### src/rtl/uart_pkg.sv
// Shared types and constants for the UART transmit path.
package uart_pkg;

  typedef enum logic [2:0] {
    IDLE,
    START,
    DATA,
    PARITY,
    STOP
  } state_e;

  localparam int DEFAULT_CLKS_PER_BIT = 5208;
  localparam logic LINE_IDLE = 1'b1;

endpackage

### src/rtl/baud_tick_gen.sv
// Bit-period tick generator: one-cycle tick every CLKS_PER_BIT clocks while
// enabled, counter held at zero while disabled.
module baud_tick_gen
  import uart_pkg::*;
#(
  parameter int CLKS_PER_BIT = DEFAULT_CLKS_PER_BIT
) (
  input  logic clk,
  input  logic rst_l,
  input  logic en,
  output logic tick
);

  localparam int CW = $clog2(CLKS_PER_BIT);
  localparam logic [CW-1:0] LAST = CW'(CLKS_PER_BIT - 1);

  logic [CW-1:0] cnt_q, cnt_d;

  always_ff @(posedge clk or negedge rst_l) begin
    if (!rst_l) cnt_q <= '0;
    else        cnt_q <= cnt_d;
  end

  always_comb begin
    cnt_d = cnt_q;
    if (!en)                cnt_d = '0;
    else if (cnt_q == LAST) cnt_d = '0;
    else                    cnt_d = cnt_q + 1'b1;
  end

  assign tick = en && (cnt_q == LAST);

endmodule

### src/rtl/uart_tx_ctrl.sv
// UART transmit sequencer: start, LSB-first data, optional even parity
// (enabled by defining UART_TX_PARITY_EN) and stop bits onto tx.
module uart_tx_ctrl
  import uart_pkg::*;
#(
  parameter int CLKS_PER_BIT = DEFAULT_CLKS_PER_BIT,
  parameter int DATA_BITS    = 8,
  parameter int STOP_BITS    = 1
) (
  input  logic                 clk,
  input  logic                 rst_l,
  input  logic [DATA_BITS-1:0] tx_data,
  input  logic                 tx_valid,
  output logic                 tx_ready,
  output logic                 tx,
  output logic                 busy,
  output logic                 done
);

  localparam int BW = $clog2(DATA_BITS + 1);
  localparam logic [BW-1:0] LAST_DATA = BW'(DATA_BITS - 1);
  localparam logic [BW-1:0] LAST_STOP = BW'(STOP_BITS - 1);

  state_e               state_q, state_d;
  logic [DATA_BITS-1:0] shift_q, shift_d;
  logic [BW-1:0]        bitCnt_q, bitCnt_d;
  logic                 tick;
  logic                 handshake;
`ifdef UART_TX_PARITY_EN
  logic                 parity_q, parity_d;
`endif

  assign handshake = tx_valid && (state_q == IDLE);

  baud_tick_gen #(.CLKS_PER_BIT(CLKS_PER_BIT)) u_baud (
    .clk   (clk),
    .rst_l (rst_l),
    .en    (busy),
    .tick  (tick)
  );

  always_ff @(posedge clk or negedge rst_l) begin
    if (!rst_l) begin
      state_q  <= IDLE;
      shift_q  <= '0;
      bitCnt_q <= '0;
`ifdef UART_TX_PARITY_EN
      parity_q <= 1'b0;
`endif
    end else begin
      state_q  <= state_d;
      shift_q  <= shift_d;
      bitCnt_q <= bitCnt_d;
`ifdef UART_TX_PARITY_EN
      parity_q <= parity_d;
`endif
    end
  end

  // The bit counter is reused to count stop bits once the data bits are out.
  always_comb begin
    state_d  = state_q;
    shift_d  = shift_q;
    bitCnt_d = bitCnt_q;
`ifdef UART_TX_PARITY_EN
    parity_d = parity_q;
`endif
    case (state_q)
      IDLE: begin
        if (handshake) begin
          state_d  = START;
          shift_d  = tx_data;
          bitCnt_d = '0;
`ifdef UART_TX_PARITY_EN
          parity_d = ^tx_data;
`endif
        end
      end
      START: begin
        if (tick) state_d = DATA;
      end
      DATA: begin
        if (tick) begin
          shift_d = shift_q >> 1;
          if (bitCnt_q == LAST_DATA) begin
            bitCnt_d = '0;
`ifdef UART_TX_PARITY_EN
            state_d  = PARITY;
`else
            state_d  = STOP;
`endif
          end else begin
            bitCnt_d = bitCnt_q + 1'b1;
          end
        end
      end
`ifdef UART_TX_PARITY_EN
      PARITY: begin
        if (tick) state_d = STOP;
      end
`endif
      STOP: begin
        if (tick) begin
          if (bitCnt_q == LAST_STOP) begin
            bitCnt_d = '0;
            state_d  = IDLE;
          end else begin
            bitCnt_d = bitCnt_q + 1'b1;
          end
        end
      end
      default: state_d = IDLE;
    endcase
  end

  always_comb begin
    tx       = LINE_IDLE;
    tx_ready = 1'b0;
    busy     = 1'b1;
    done     = 1'b0;
    case (state_q)
      IDLE: begin
        tx_ready = 1'b1;
        busy     = 1'b0;
      end
      START: tx = ~LINE_IDLE;
      DATA:  tx = shift_q[0];
`ifdef UART_TX_PARITY_EN
      PARITY: tx = parity_q;
`endif
      STOP:  done = tick && (bitCnt_q == LAST_STOP);
      default: tx = LINE_IDLE;
    endcase
  end

endmodule
### config.mk
export PLATFORM = sky130hd
export DESIGN_NAME = uart_tx_ctrl
export DESIGN_NICKNAME = d
export VERILOG_FILES = /design/src/rtl/uart_pkg.sv /design/src/rtl/baud_tick_gen.sv /design/src/rtl/uart_tx_ctrl.sv
export SDC_FILE = /design/constraint.sdc
export NUM_CORES = 1
export LEC_CHECK = 0
export CAP_MARGIN = 20
export CORE_MARGIN = 8
export CORE_UTILIZATION = 60
export DETAILED_ROUTE_END_ITERATION = 8
export PLACE_DENSITY = 0.83
export SLEW_MARGIN = 20
export SYNTH_ARGS = -nofsm -noshare
export SYNTH_HDL_FRONTEND = slang
export SYNTH_SLANG_ARGS = --single-unit
### constraint.sdc
create_clock -name clk -period 4 [get_ports clk]
set_input_delay 0.6 -clock clk [delete_from_list [all_inputs] [get_ports clk]]
set_output_delay 0.6 -clock clk [all_outputs]
set_load 0.01 [all_outputs]
==> impl_metrics.json <==
{
  "slew_violations": 0,
  "num_vias": 1242,
  "track_usage": 0.154,
  "hold_violations": 0,
  "mostFrequentLayoutCell": "dfrtp_1",
  "antenna_cells": 0,
  "crit_arrival_ns": 2.32,
  "worst_pin_slew_ns": 0.615,
  "hpwl_mm": 2.34,
  "core_area_um2": 2480,
  "cts.path.max_buffers": 2,
  "dieArea_um2": 4510,
  "path_class": "flip-flop to primary output",
  "cp_cell_sequence": "ha_1 -> nor4b_2 -> nand3_2 -> nor3_1 -> clkdlybuf4s50_1",
  "ys_warn_count": 0,
  "vdd_drop_max_v": 0.000340,
  "crit_required_ns": 3.40,
  "ys_async_sr_fraction": 1.00,
  "synth_cells": 162,
  "antenna_found_initial": 0,
  "drt_iter0_drc": 70,
  "stdcell_area_um2": 1770,
  "fin_tns_setup_ns": 0,
  "p_leak_uw": 0.000704,
  "finClkSkew_ns": 0.0107,
  "rsz0062_at_grt": "false",
  "setup_violations": 0,
  "die_h_um": 67.2,
  "placed_area_um2": 1740,
  "hold_buffers": 0,
  "layout_common_cells": "dfrtp_1 (28), nand2_1 (14), clkdlybuf4s50_1 (14)",
  "clk_latency_ns": 0.32,
  "syn_nets": 176,
  "cts_buffers": 3,
  "finalWirelength_mm": 3.13,
  "ys_types": 48,
  "first_pass_iters": 4,
  "hp-class": "flip-flop to flip-flop",
  "avgSynthCellArea_um2": 9.69,
  "syn_area_um2": 1570,
  "grt_pass1_wl_mm": 5.42,
  "ant_nets": 0,
  "port-buffer-count": 14,
  "io_pins": 15,
  "maxCapViolations": 0,
  "cts_sinks": 28,
  "cts_root_buf": "clkbuf_4",
  "path_max_fanout": 6,
  "cts_tree": "built",
  "synth_edf_count": 0,
  "area_delta_synth_final_pct": 12.4,
  "place_ws_ns": 1.47,
  "via_per_inst": 6.06,
  "slew_headroom": 0.590,
  "fmax_ghz": 0.342,
  "rows": 18,
  "worst_setup_path_end_kind": "primary output",
  "power_density_nw_per_um2": 352,
  "post_cts_buffers": 0,
  "num-nets-final": 191,
  "synth.yosys.seq_area_share": 0.446,
  "wl_per_cell_um": 15.2,
  "htreeDepth": 1,
  "grt_max_degree": 29,
  "worst_slack_ns": 1.08,
  "status": "completed",
  "slowest_delay_ns": 0.56,
  "clk_pin_slew_ns": 0.15,
  "first_global_vias": 1171,
  "critPathSlowestCell": "clkdlybuf4s50_1",
  "die-width_um": 67.2,
  "initial_core_util": 0.634,
  "gp_congestion": 0.839,
  "drive_gt1_frac": 0.114,
  "drc": 0,
  "period_share": 0.731,
  "ys_ff_latch": 28,
  "startpoint_type": "flip-flop",
  "cts_resized": 0,
  "grt_overflow_total": 0,
  "synth_ff_type": "dfrtp_1",
  "fin_crit_ns": 2.92
}
sequential cells by signal, summed over array words and instances (netlist names):
name / count
state_q: 3
u_baud.cnt_q: 13
bitCnt_q: 4
shift_q: 8
synth_stat cells (4+ instances only):
cell type | instances | area [um2]
and3_1 | 4 | 25.0
mux2i_1 | 8 | 80.1
nor2_1 | 12 | 45.0
nor2b_1 | 4 | 25.0
buf_2 | 4 | 20.0
o21ai_0 | 12 | 60.1
inv_1 | 4 | 15.0
a21oi_1 | 5 | 25.0
dfrtp_1 | 28 | 701
nand2_1 | 14 | 52.6
xnor2_1 | 4 | 35.0
nand3_1 | 6 | 30.0
area by class of cell:
cell class	count	area [um2]
clock buffers	3	22.5
fillers	213	712
inverters	6	22.5
multi-input cells	122	827
flip-flops and latches	28	701
well taps	30	37.5
repair buffers	16	155
routing by layer:
layer | global-route usage | vias up | share of wire
met2 | 0.232 | 39 | 0.44
met1 | 0.214 | 585 | 0.49
li1 | - | 611 | -
met4 | 0.0548 | 0 | 0.013
met5 | 0 | - | 0
met3 | 0.0315 | 7 | 0.056
power by group:
group / total, uW / switching [uW] / internal (uW)
combinational: 124 / 65.4 / 58.6
sequential: 383 / 55.6 / 327
clock: 114 / 78.6 / 35.3
stage by stage:
| stage | total power (uW) | utilization | hold slack [ns] | instances |
|---|---|---|---|---|
| after detailed placement | 506 | 0.701 | 0.471 | 202 |
| after global placement | 498 | 0.701 | 0.457 | 202 |
| final | 621 | 0.713 | 0.495 | 205 |
| after CTS | 622 | 0.710 | 0.500 | 205 |
| after floorplan | 460 | - | 0.304 | 162 |
| after global routing | 663 | 0.713 | 0.535 | 205 |
cells by family (layout without fill, tap and decap cells):
| logic type | Yosys count | in the layout | share of synthesized area |
|---|---|---|---|
| buffers and inverters | 12 | 25 | 0.0319 |
| flip-flops | 28 | 28 | 0.446 |
| AND/OR/NAND/NOR | 69 | 69 | 0.259 |
| AO/OA/AOI/OAI | 34 | 34 | 0.142 |
| XOR/XNOR | 7 | 7 | 0.0390 |
| adder cells (fa/ha/maj) | 3 | 3 | 0.0239 |
| multiplexers | 9 | 9 | 0.0582 |
worst max-delay path: cells and delay by family, from the launching register on:
family	cells	cell delay, ns
fa+ha+maj	1	0.21
buf+inv	1	0.56
flops	1	0.42
simple gates	3	0.82
worst paths after layout:
path	from	end	slack, ns	cells past startpoint
worst max-delay path	u_baud.cnt_q[0]	done	1.08	5
worst min-delay path	shift_q[1]	shift_q[1]	0.50	2
worst max register to register	state_q[2]	bitCnt_q[0]	1.98	4
worst min register to register	shift_q[1]	shift_q[1]	0.50	2
max in group asynchronous	rst_l	u_baud.cnt_q[4]	3.11	2
min in group asynchronous	rst_l	state_q[2]	0.62	2
Note: power is estimated with default switching activity, not from simulation.
==> patch 1 (config.mk and constraints unchanged) <==
The option `UART_TX_PARITY_EN` is turned on by a define.
--- a/src/rtl/uart_tx_ctrl.sv
+++ b/src/rtl/uart_tx_ctrl.sv
@@ -2,2 +2,4 @@
 // (enabled by defining UART_TX_PARITY_EN) and stop bits onto tx.
+`define UART_TX_PARITY_EN
+
 module uart_tx_ctrl
Function: no difference found for any inputs over 10 cycles, from zero or initial values and one cycle with rst_l low; that may be too few to reach the edited logic, so the function may still have changed.
==> patch 1 against the original RTL <==
Clock power grew 48%; hold slack improved by 6.9 ps; power rose by 19%; via count shrank 2.3%; first-iteration DRC count rose by 51%; worst setup slack better by 37 ps; routed wire length up 3.4%; sequential power up 5%; cell area is 7.8% higher; synthesized area is 7.9% higher; sequential cell count is 1 higher.
==> patch 1: results (changes against the original RTL) <==
The run finished with clean final reports. The total net switching power came out at 0.239 mW (+19%). The total number of H-tree levels came out at 2 (+1). The post-synthesis net count came out at 171 (-2.8%). The setup slack after placement is 1490 ps (+21.1 ps). The wire length of the first global-routing pass is 5780 um (+6.5%).

The leakage dissipation came out at 0.758 nW (+7.7%). The area of placed instances is 0.00185 mm2 (+6.7%). The non-filler instance count after layout is 207 (+0.98%). The final HPWL from detailed placement is 2370 um (+1.2%).

The cell family contributing the most delay on the critical path is simple AND/OR/NAND/NOR gates. The maximum number of pins on one net before global-route repair is 30 (+3.4%). The largest individual stage delay along the critical path comes from the cell sky130_fd_sc_hd__clkdlybuf4s50_1. The detailed-route wire length is 3230 um (+3.4%). The fraction of layout cells with a size suffix above 1 is 18.8% (+7.3 points). By count the netlist is led by sky130_fd_sc_hd__dfrtp_1 (29), sky130_fd_sc_hd__nor2_1 (17), sky130_fd_sc_hd__xnor2_1 (15). The share of total power in the clock network came out at 23.0% (+4.6 points). The sequential fraction of the synthesis area came out at 42.8% (-1.8 points).

The clock-pin slew on the worst setup and hold paths is 100 ps (-50 ps). The filler cell count in the final layout is 207 (-2.8%). The critical path's largest stage delay came out at 530 ps (-30 ps). The number of distinct library cell variants in the gate-level netlist after synthesis is 50 (+4.2%). The DRC violation total after the first TritonRoute iteration came out at 106 (+51%). The worst clock skew on the final layout came to 11.0 ps (+0.282 ps). The number of instances in the synthesized netlist came out at 157 (-3.1%). The net total in the final layout is 189 (-1.0%).

The internal power summed over all cells is 0.499 mW (+19%). The total number of vias is 1213 (-2.3%). The maximum vdd drop came out at 0.000322 V (-5.3%). The number of placed instances, taps included came out at 199 (-1.5%). The via count of the first global-routing pass came out at 1264 (+7.9%). The part of the power in registers is 54.5% (-7.2 points). The routability-driven placement congestion ratio was 0.875 (+4.2%). The global routing usage summed across all routing layers was 14.5% (-0.83 points). The maximum root-to-sink buffer count is 2 (unchanged). The actual slew at the worst max-slew pin came to 840 ps (+226 ps).

Yosys attributes the largest share of cell area to sky130_fd_sc_hd__dfrtp_1 (43%), sky130_fd_sc_hd__xnor2_1 (7.8%), sky130_fd_sc_hd__mux2_4 (5.3%), sky130_fd_sc_hd__mux2_2 (4.0%), sky130_fd_sc_hd__nor2_1 (3.8%). The arrival time reported for the critical path endpoint came out at 2290 ps (-30 ps). The number of clock buffers inserted by TritonCTS came out at 5 (+2).
[patch 1: path summary, 6_finish.rpt]
check,start,end,slack [ps],cells after the start
min in group asynchronous,rst_l,shift_q[1]$_DFFE_PN0P_,640,2
min,parity_q$_DFFE_PN0P_,parity_q$_DFFE_PN0P_,500,2
max in group asynchronous,rst_l,u_baud.cnt_q[2]$_DFF_PN0_,3080,2
max,u_baud.cnt_q[0]$_DFF_PN0_,done,1110,5
min reg2reg,parity_q$_DFFE_PN0P_,parity_q$_DFFE_PN0P_,500,2
max reg2reg,state_q[1]$_DFFE_PN0P_,bitCnt_q[3]$_DFFE_PN0P_,1660,4
[patch 1: cell type report]
| type | instances | area [um2] | area share, % |
|---|---|---|---|
| inverters | 8 | 30.0 | 1.58 |
| well taps | 31 | 38.8 | 2.04 |
| repair buffers | 15 | 148 | 7.76 |
| clock buffers | 6 | 41.3 | 2.17 |
| multi-input cells | 116 | 910 | 47.8 |
| flip-flops and latches | 29 | 726 | 38.1 |
| clock inverters | 2 | 10.0 | 0.526 |
[patch 1: logic make-up (layout without fill, tap and decap cells)]
| logic type | Yosys count | in the layout | synth area share, % |
|---|---|---|---|
| flops | 29 | 29 | 42.8 |
| mux | 15 | 15 | 11.1 |
| xor+xnor | 18 | 18 | 9.31 |
| simple gates | 57 | 57 | 20.9 |
| compound gates | 23 | 23 | 10.2 |
| buf+inv | 12 | 31 | 3.47 |
| fa+ha+maj | 3 | 3 | 2.22 |
[patch 1: metal layers]
layer / part of all wire, % / track usage (%) / up-vias
met3: 4.1 / 5.29 / 9
met5: 0 / 0 / -
met1: 47 / 16.9 / 580
met4: 2.4 / 7.97 / 0
li1: - / - / 599
met2: 46 / 22.6 / 25
==> patch 2 (config.mk and constraints unchanged) <==
Made on the original files. One comparison of `bitCnt_q` changes from == to >=.
--- a/src/rtl/uart_tx_ctrl.sv
+++ b/src/rtl/uart_tx_ctrl.sv
@@ -84,3 +84,3 @@
           shift_d = shift_q >> 1;
-          if (bitCnt_q == LAST_DATA) begin
+          if (bitCnt_q >= LAST_DATA) begin
             bitCnt_d = '0;
Behaviour: same outputs for any inputs over 10 cycles, from zero or initial values and one cycle with rst_l low; that may be too few to reach the edited logic, so the function may still have changed.
==> patch 2 against the original RTL <==
Worst setup slack gained 210 ps; routed wire length shrank 15%; synthesized area shrank 3.7%; cell area shrank 5.1%; power shrank 1.1%; count of clock-buffer cells in the layout grew 1; clock skew shrank 7.2 ps; critical path depth is the same; maximum frequency grew 7.7%; via count shrank 14%; clock power grew 18%; sequential cell count is the same.
==> patch 2: results (changes against the original RTL) <==
The leakage dissipation came out at 0.698 nW (-0.87%). The power consumed by sequential cells came out at 0.373 mW (-3%). The number of instances in the synthesized netlist came out at 152 (-6.2%). The global routing usage summed across all routing layers is 14.1% (-1.2 points). The total power draw came out at 0.614 mW (-1.1%). The worst register-to-register path begins at state_q[1]$_DFFE_PN0P_. Sorting the synthesized cells by area gives the leading types as sky130_fd_sc_hd__dfrtp_1 (46%), sky130_fd_sc_hd__mux2i_1 (4.6%), sky130_fd_sc_hd__nor2_1 (4.2%), sky130_fd_sc_hd__o21ai_0 (4.0%), sky130_fd_sc_hd__nand2_1 (4.0%). The run finished with clean final reports. The combinational power share came to 17.4% (-2.6 points). The share of synthesized flip-flops with an asynchronous set or reset is 100% (unchanged). The maximum vdd drop came out at 0.000251 V (-26%). The total length of routed met2 wires came to 1270 um (-6.9%).

The wire length of the first global-routing pass is 4970 um (-8.4%). The number of cells traversed by the worst register-to-register path is 5 (+1). The met3 capacity usage during global routing is 3.56% (+0.41 points). The DRC violation total after the first TritonRoute iteration came to 68 (-2.9%). The number of distinct library cell variants in the gate-level netlist after synthesis is 40 (-17%).

The final design utilization came out at 68.9% (-2.4 points). The critical register-to-register path endpoint is bitCnt_q[3]$_DFFE_PN0P_. The met1 wire length came to 1260 um (-18%). On the critical path, the stage with the largest delay is an instance of sky130_fd_sc_hd__clkdlybuf4s50_1.

The worst slew slack as a fraction of its limit is 36.9% (-22 points). The via count of the first global-routing pass came out at 1101 (-6.0%). The largest fanout on the critical path is 5 (-1). By count the netlist is led by sky130_fd_sc_hd__dfrtp_1 (28), sky130_fd_sc_hd__nor2_1 (17), sky130_fd_sc_hd__nand2_1 (16). The fraction of layout cells with a size suffix above 1 is 9.15% (-2.3 points). The worst clock skew on the final layout is 3.47 ps (-7.24 ps). The met2 capacity usage during global routing came out at 22.7% (-0.50 points).

The total length of routed met3 wires is 106 um (-39%). The routability-driven placement congestion ratio came out at 0.858 (+2.2%). The sequential fraction of the synthesis area came out at 46.4% (+1.7 points). The arrival time reported for the critical path endpoint was 2110 ps (-210 ps). The timing-limited maximum frequency came out at 368 MHz (+7.7%). The internal reg-to-reg setup slack was 1810 ps (-170 ps). The area of placed instances was 0.00164 mm2 (-5.6%). The filler cell count in the final layout came out at 209 (-1.9%). The detailed-router iteration count before antenna repair came out at 4 (unchanged). The post-synthesis net count was 166 (-5.7%). The final HPWL from detailed placement is 2050 um (-12%). The non-filler instance count after layout is 194 (-5.4%). The total net switching power came out at 0.179 mW (-10%). The total number of vias came out at 1066 (-14%). The routing usage on met1 is 18.0% (-3.4 points). The per-cell routed wire length is 13.8 um (-9.7%). The net total in the final layout was 179 (-6.3%).

The setup slack after placement came out at 1670 ps (+197 ps). The maximum root-to-sink buffer count was 2 (unchanged).
==> patch 2: changes by cell type after synthesis, sizes merged, moves of 3 or more <==
cell   delta
nor2b     -3
o21ai     -4
nor2      +5
nor3b     -3
==> patch 2: worst min path at each step <==
stage | startpoint | end | slack [ps] | cells after the start
after floorplan | rst_l | bitCnt_q[0]$_DFFE_PN0P_ | 300 | 0
after global placement | u_baud.cnt_q[0]$_DFF_PN0_ | u_baud.cnt_q[0]$_DFF_PN0_ | 470 | 1
after detailed placement | shift_q[4]$_DFFE_PN0P_ | shift_q[4]$_DFFE_PN0P_ | 480 | 2
after CTS | u_baud.cnt_q[0]$_DFF_PN0_ | u_baud.cnt_q[0]$_DFF_PN0_ | 500 | 1
after global routing | u_baud.cnt_q[0]$_DFF_PN0_ | u_baud.cnt_q[0]$_DFF_PN0_ | 510 | 1
final | u_baud.cnt_q[0]$_DFF_PN0_ | u_baud.cnt_q[0]$_DFF_PN0_ | 500 | 1
==> patch 2: cell families after synthesis <==
| logic type | share of synthesized area, % |
|---|---|
| adders and majority gates | 2.48 |
| xor gates and xnor gates | 6.37 |
| muxes | 4.64 |
| DFF | 46.4 |
| AOI/OAI and AO/OA | 12.8 |
| buffers and inverters | 5.55 |
| and+or+nand+nor | 21.8 |
==> patch 2: critical path: cells and delay by family, from the launching register on <==
family / cells / cell delay [ps]
adders and majority gates: 1 / 260
and+or+nand+nor: 3 / 560
buffers and inverters: 1 / 560
DFF: 1 / 410
==> patch 2: cell type report <==
cell class | instances | area share (%)
multi-input cells | 110 | 43.4
flip-flops and latches | 28 | 41.8
repair buffers | 15 | 8.81
well taps | 30 | 2.24
clock buffers | 4 | 2.17
inverters | 7 | 1.57
